<file path="src/rtl/uart_cmd_decoder.sv">
// Byte-stream packet decoder: AA, OPC, LEN, payload, XOR checksum -> payload writes, command handshake, ACK/NAK reply.
// Optional inter-byte timeout is enabled by defining UART_CMD_TIMEOUT_EN.
module uart_cmd_decoder #(
    parameter int MAX_LEN        = 16,
    parameter int ADDR_W         = 4,
    parameter int TIMEOUT_CYCLES = 100000
) (
    input  logic              clk,
    input  logic              rst,
    input  logic [7:0]        rx_data,
    input  logic              rx_valid,
    output logic [7:0]        tx_data,
    output logic              tx_start,
    input  logic              tx_busy,
    output logic              wr_en,
    output logic [ADDR_W-1:0] wr_addr,
    output logic [7:0]        wr_data,
    output logic              cmd_valid,
    output logic [7:0]        cmd_opcode,
    output logic [7:0]        cmd_len,
    input  logic              cmd_ready,
    output logic              err_chk,
    output logic              err_len,
    output logic              err_timeout,
    output logic              err_overrun
);
    localparam logic [7:0] SYNC      = 8'hAA;
    localparam logic [7:0] ACK       = 8'h06;
    localparam logic [7:0] NAK       = 8'h15;
    localparam logic [7:0] MAX_LEN_B = 8'(MAX_LEN);

    if (MAX_LEN < 1 || MAX_LEN > 255 || (1 << ADDR_W) < MAX_LEN || TIMEOUT_CYCLES < 1) begin : g_param_err
        $error("uart_cmd_decoder: illegal parameter combination");
    end

    typedef enum logic [2:0] {IDLE, OPC, LEN, DATA, CHK, HOLD, RESP, WAIT_TX} state_t;

    state_t     state;
    logic [7:0] opc_r;
    logic [7:0] len_r;
    logic [7:0] sum;
    logic [7:0] idx;
    logic [7:0] resp;
    logic       seen_busy;
    logic       busy_state;

    assign busy_state = (state == HOLD) || (state == RESP) || (state == WAIT_TX);

`ifdef UART_CMD_TIMEOUT_EN
    localparam int CNT_W = $clog2(TIMEOUT_CYCLES + 1);
    logic [CNT_W-1:0] idle_cnt;
    logic             in_pkt;

    assign in_pkt = (state == OPC) || (state == LEN) || (state == DATA) || (state == CHK);
`else
    assign err_timeout = 1'b0;
`endif

    always_ff @(posedge clk) begin
        if (rst) begin
            state       <= IDLE;
            opc_r       <= '0;
            len_r       <= '0;
            sum         <= '0;
            idx         <= '0;
            resp        <= '0;
            seen_busy   <= 1'b0;
            tx_data     <= '0;
            tx_start    <= 1'b0;
            wr_en       <= 1'b0;
            wr_addr     <= '0;
            wr_data     <= '0;
            cmd_valid   <= 1'b0;
            cmd_opcode  <= '0;
            cmd_len     <= '0;
            err_chk     <= 1'b0;
            err_len     <= 1'b0;
            err_overrun <= 1'b0;
`ifdef UART_CMD_TIMEOUT_EN
            err_timeout <= 1'b0;
            idle_cnt    <= '0;
`endif
        end else begin
            wr_en       <= 1'b0;
            tx_start    <= 1'b0;
            err_chk     <= 1'b0;
            err_len     <= 1'b0;
            err_overrun <= rx_valid && busy_state;
`ifdef UART_CMD_TIMEOUT_EN
            err_timeout <= 1'b0;
            if (rx_valid || !in_pkt)
                idle_cnt <= '0;
            else
                idle_cnt <= idle_cnt + 1'b1;
`endif
            case (state)
                IDLE: if (rx_valid && rx_data == SYNC) state <= OPC;
                OPC: if (rx_valid) begin
                    opc_r <= rx_data;
                    sum   <= rx_data;
                    state <= LEN;
                end
                LEN: if (rx_valid) begin
                    len_r <= rx_data;
                    sum   <= sum ^ rx_data;
                    idx   <= '0;
                    if (rx_data > MAX_LEN_B) begin
                        err_len <= 1'b1;
                        resp    <= NAK;
                        state   <= RESP;
                    end else if (rx_data == 8'd0) begin
                        state <= CHK;
                    end else begin
                        state <= DATA;
                    end
                end
                DATA: if (rx_valid) begin
                    wr_en   <= 1'b1;
                    wr_addr <= idx[ADDR_W-1:0];
                    wr_data <= rx_data;
                    sum     <= sum ^ rx_data;
                    idx     <= idx + 8'd1;
                    if (idx + 8'd1 == len_r) state <= CHK;
                end
                CHK: if (rx_valid) begin
                    if (rx_data == sum) begin
                        cmd_valid  <= 1'b1;
                        cmd_opcode <= opc_r;
                        cmd_len    <= len_r;
                        state      <= HOLD;
                    end else begin
                        err_chk <= 1'b1;
                        resp    <= NAK;
                        state   <= RESP;
                    end
                end
                HOLD: if (cmd_valid && cmd_ready) begin
                    cmd_valid <= 1'b0;
                    resp      <= ACK;
                    state     <= RESP;
                end
                RESP: if (!tx_busy) begin
                    tx_start  <= 1'b1;
                    tx_data   <= resp;
                    seen_busy <= 1'b0;
                    state     <= WAIT_TX;
                end
                WAIT_TX: begin
                    // Transmitter may take a cycle to raise busy; only a high-then-low sequence ends the reply.
                    if (tx_busy) seen_busy <= 1'b1;
                    else if (seen_busy) state <= IDLE;
                end
                default: state <= IDLE;
            endcase
`ifdef UART_CMD_TIMEOUT_EN
            if (in_pkt && !rx_valid && idle_cnt == CNT_W'(TIMEOUT_CYCLES - 1)) begin
                err_timeout <= 1'b1;
                state       <= IDLE;
            end
`endif
        end
    end
endmodule
</file>
<file path="config.mk">
export PLATFORM = sky130hd
export DESIGN_NAME = uart_cmd_decoder
export DESIGN_NICKNAME = d
export VERILOG_FILES = /design/src/rtl/uart_cmd_decoder.sv
export SDC_FILE = /design/constraint.sdc
export NUM_CORES = 1
export LEC_CHECK = 0
export ABC_AREA = 1
export CAP_MARGIN = 30
export CORE_MARGIN = 10
export CORE_UTILIZATION = 55
export DETAILED_ROUTE_END_ITERATION = 16
export PLACE_DENSITY = 0.82
export SYNTH_ARGS = -nofsm -noshare
export SYNTH_HDL_FRONTEND = slang
export SYNTH_SLANG_ARGS = --single-unit
export TNS_END_PERCENT = 50
</file>
<file path="constraint.sdc">
create_clock -name clk -period 4.7 [get_ports clk]
set_clock_uncertainty 0.1 [all_clocks]
set_input_delay 1.175 -clock clk [delete_from_list [all_inputs] [get_ports clk]]
set_output_delay 1.175 -clock clk [all_outputs]
set_load 0.02 [all_outputs]
</file>
==> impl_results.md <==
* Die ar. at just under 10,000 sq um
* Post-Layout Inst Area at around 4000 sq um
* Tot Pwr at between 1 and 1.5 mW
* Chip height at roughly 98 um
* Cts bufs inserted at 9
* CP delay by family, top: simple AND/OR/NAND/NOR gates
* Starting density of the core at between 50% and 60%
* WP data arrival at ~3.3 ns
* CP Capture Type: flip-flop
* Hold Path Class: flip-flop to flip-flop
* Max-cap violations at 0
* Core area at approximately 5900 sq um
* Placed Area at between 3000 and 4000 sq um
* Post-place setup slack at around 1.2 ns
* Minimum clock period at about 3.1 ns
* Final setup violation count at 0
* CTS Sinks at 76
* Max Fanout on Critical Path at 11
* Yosys warning total at 0
* Clk slew on worst S/H paths at ~0.09 ns
* Final Wtd Congestion at between 0.9 and 1
* Critical-path cell list: clkdlybuf4s50_1, inv_1, nor2_1, inv_2, nor2_1, inv_2, o211a_1, nor2_2, nand3_1, nand2_1, nor2_1
* Final hold vios at 0
* Syn Area/Cell at around 7.4 sq um
* CP Launch Type: primary input
* Buf+Inv Stages, Crit Path at 4
* Total negative setup slack at 0 ns
* Layout cells sized above 1 at ~7%
* DR vias at 3,174
* Vias in the first global route at between 2,000 and 3,000
* Clk root buf: clkbuf_8
* Register area share after synthesis at 45.3%
* Post-CTS Setup Inserts at 0
* Clock Latency Late Sink at around 0.36 ns
* Initial antenna violation count at 0
* Non-filler instance count after layout at around 580
* CTS tree: yes
* Overflow after GRT at 0
* H-tree Lvls at 3
* Worst path max stage delay at ~0.54 ns
* Slew Limit Fails at 0
* CTS Hold Bufs at 0
* Area grow syn2layout at 21.0%
* # port buffers at 50
* Largest net degree at the start of global routing at 55
* Crit path max-delay cell type: clkdlybuf4s50_1
* WP data required at 4.85 ns
* Worst VDD drop at ~0.18 mV
* Drt initial violations at 143
* DIE WIDTH at slightly below 100 um
* Worst slew pin tran at between 0.8 and 0.9 ns
* Wire length per cell at 14.3 um
* All-Layer GR Usage at between 15 and 20%
* Yosys cell types at 38
* Fmax at 320 MHz
* DP Cell Count at 563
* Final wirelength at 8290 um
* Leak at roughly 1.5 nW
* Post-route DRC at 0
* First-pass GRT wire length at roughly 14,000 um
* N_diodes at 0
* RSZ-0062 raised after global routing: false
* Routed Antenna Nets at 0
* Detailed placement HPWL at between 6000 and 7000 um
* Final-stage net count at slightly above 500
* Slew margin rel. at approximately 46%
* Cells after Synth at 452
* Post-cts gate resize count at 0
* Critical path class: primary input to flip-flop
* Final hold slack at 0.350 ns
* IO Count at 56
* Outcome: finished, final reports clean
* Via density at 5.48
* Flops & latches, synth at 76
* Maximum clock path buffer count at 2
* Rows at 28
* Pwr per Cell Area at approximately 320 nW/um^2
* Critical Path Most Common Cell: nor2_1
* DR pass1 iterations at 5
* Post-Syn Area at approximately 3400 sq um
* Final Util at between 60% and 70%
* Final WS setup at about 1.6 ns
* Final period utilization at 66.6%
==> routing by layer <==
metal | up-vias | global-route usage (%) | wire [um] | part of all wire, %
met5 | - | 0 | 0 | 0
met3 | 16 | 4.86 | 636 | 7.7
li1 | 1592 | - | - | -
met4 | 0 | 6.50 | 96 | 1.2
met1 | 1444 | 19.3 | 3520 | 42
met2 | 122 | 27.9 | 4040 | 49
==> cell usage in the layout, fill, tap and decap left out, drive strengths merged, types with 4 or more instances in the layout <==
master,instances
xor2,5
xnor2,5
a21oi,59
inv,58
buf,4
conb,5
nand3,33
nor2,38
nand2,63
nor3,7
clkbuf,9
clkdlybuf4s50,50
o21ai,66
dfxtp,76
==> where the power goes <==
group          switching [mW]  leakage (nW)  total (mW)  internal [mW]
sequential             0.0181         0.613       0.685          0.667
combinational          0.0951         0.821       0.149         0.0536
clock                   0.272        0.0910       0.471          0.199
==> logic make-up after synthesis <==
logic type                 count (synthesis)  share of synthesized area, %
and+or+nand+nor                          149                          19.9
AOI/OAI and AO/OA                        137                          21.9
buffers and inverters                     77                          9.57
DFF                                       76                          45.3
xor gates and xnor gates                  10                          2.61
adders and majority gates                  1                         0.372
other                                      1                         0.112
muxes                                      1                         0.298
==> worst register-to-register path, delay by kind of cell, from the launching register on <==
kind,cells,cell delay [ns]
simple gates,6,1.11
compound gates,1,0.17
buf+inv,2,0.24
flops,1,0.41
==> registers in the layout (all words and copies together), names as in the netlist <==
| signal | flops |
|---|---|
| cmd_len | 8 |
| cmd_opcode | 8 |
| cmd_valid | 1 |
| err_chk | 1 |
| err_len | 1 |
| err_overrun | 1 |
| idx | 8 |
| len_r | 8 |
| opc_r | 8 |
| resp | 3 |
| seen_busy | 1 |
| state | 3 |
| sum | 8 |
| tx_data | 3 |
| tx_start | 1 |
| wr_addr | 4 |
| wr_data | 8 |
| wr_en | 1 |
==> path summary, 6_finish.rpt <==
path,from,to,slack [ns],cells after the start
max,rx_valid,state[1],1.57,11
min,cmd_opcode[3],cmd_opcode[3],0.35,2
max reg2reg,state[2],state[1],2.57,9
min reg2reg,cmd_opcode[3],cmd_opcode[3],0.35,2
==> area by class of cell <==
class,instances,area (sq um)
clock buffers,9,124
clock inverters,7,56.3
fillers,495,1860
inverters,55,206
multi-input cells,303,1530
flip-flops and latches,76,1520
well taps,75,93.8
repair buffers,54,531
==> cells in the mapped netlist <==
| master | count | area [sq um] |
|---|---|---|
| o221a_2 | 2 | 22.5 |
| xor2_1 | 5 | 43.8 |
| buf_4 | 6 | 45.0 |
| clkbuf_2 | 1 | 5.00 |
| or2_1 | 1 | 6.26 |
| buf_2 | 7 | 35.0 |
| a21oi_1 | 59 | 295 |
| o22ai_1 | 1 | 6.26 |
| nor3b_1 | 1 | 7.51 |
| nor3_1 | 6 | 30.0 |
| o32ai_1 | 3 | 26.3 |
| nand3b_1 | 3 | 22.5 |
| xnor2_1 | 5 | 43.8 |
| a31oi_1 | 1 | 6.26 |
| inv_1 | 51 | 191 |
| nand3_1 | 32 | 160 |
| nor2_2 | 2 | 12.5 |
| ha_1 | 1 | 12.5 |
| conb_1 | 1 | 3.75 |
| o21ai_1 | 1 | 5.00 |
| buf_1 | 1 | 3.75 |
| clkinv_1 | 1 | 3.75 |
| nand2_2 | 2 | 12.5 |
| nand4_1 | 3 | 18.8 |
| nand3_2 | 1 | 10.0 |
| o21ai_2 | 2 | 17.5 |
| dfxtp_1 | 76 | 1520 |
| nand2_1 | 61 | 229 |
| nor2_1 | 34 | 128 |
| nor2_4 | 2 | 22.5 |
| mux2i_1 | 1 | 10.0 |
| o211a_1 | 1 | 10.0 |
| clkbuf_1 | 7 | 26.3 |
| o31ai_1 | 3 | 22.5 |
| o21ai_0 | 63 | 315 |
| o21bai_1 | 1 | 7.51 |
| inv_2 | 3 | 11.3 |
| nor3_2 | 1 | 10.0 |
Note: power is estimated with default switching activity, not from simulation.
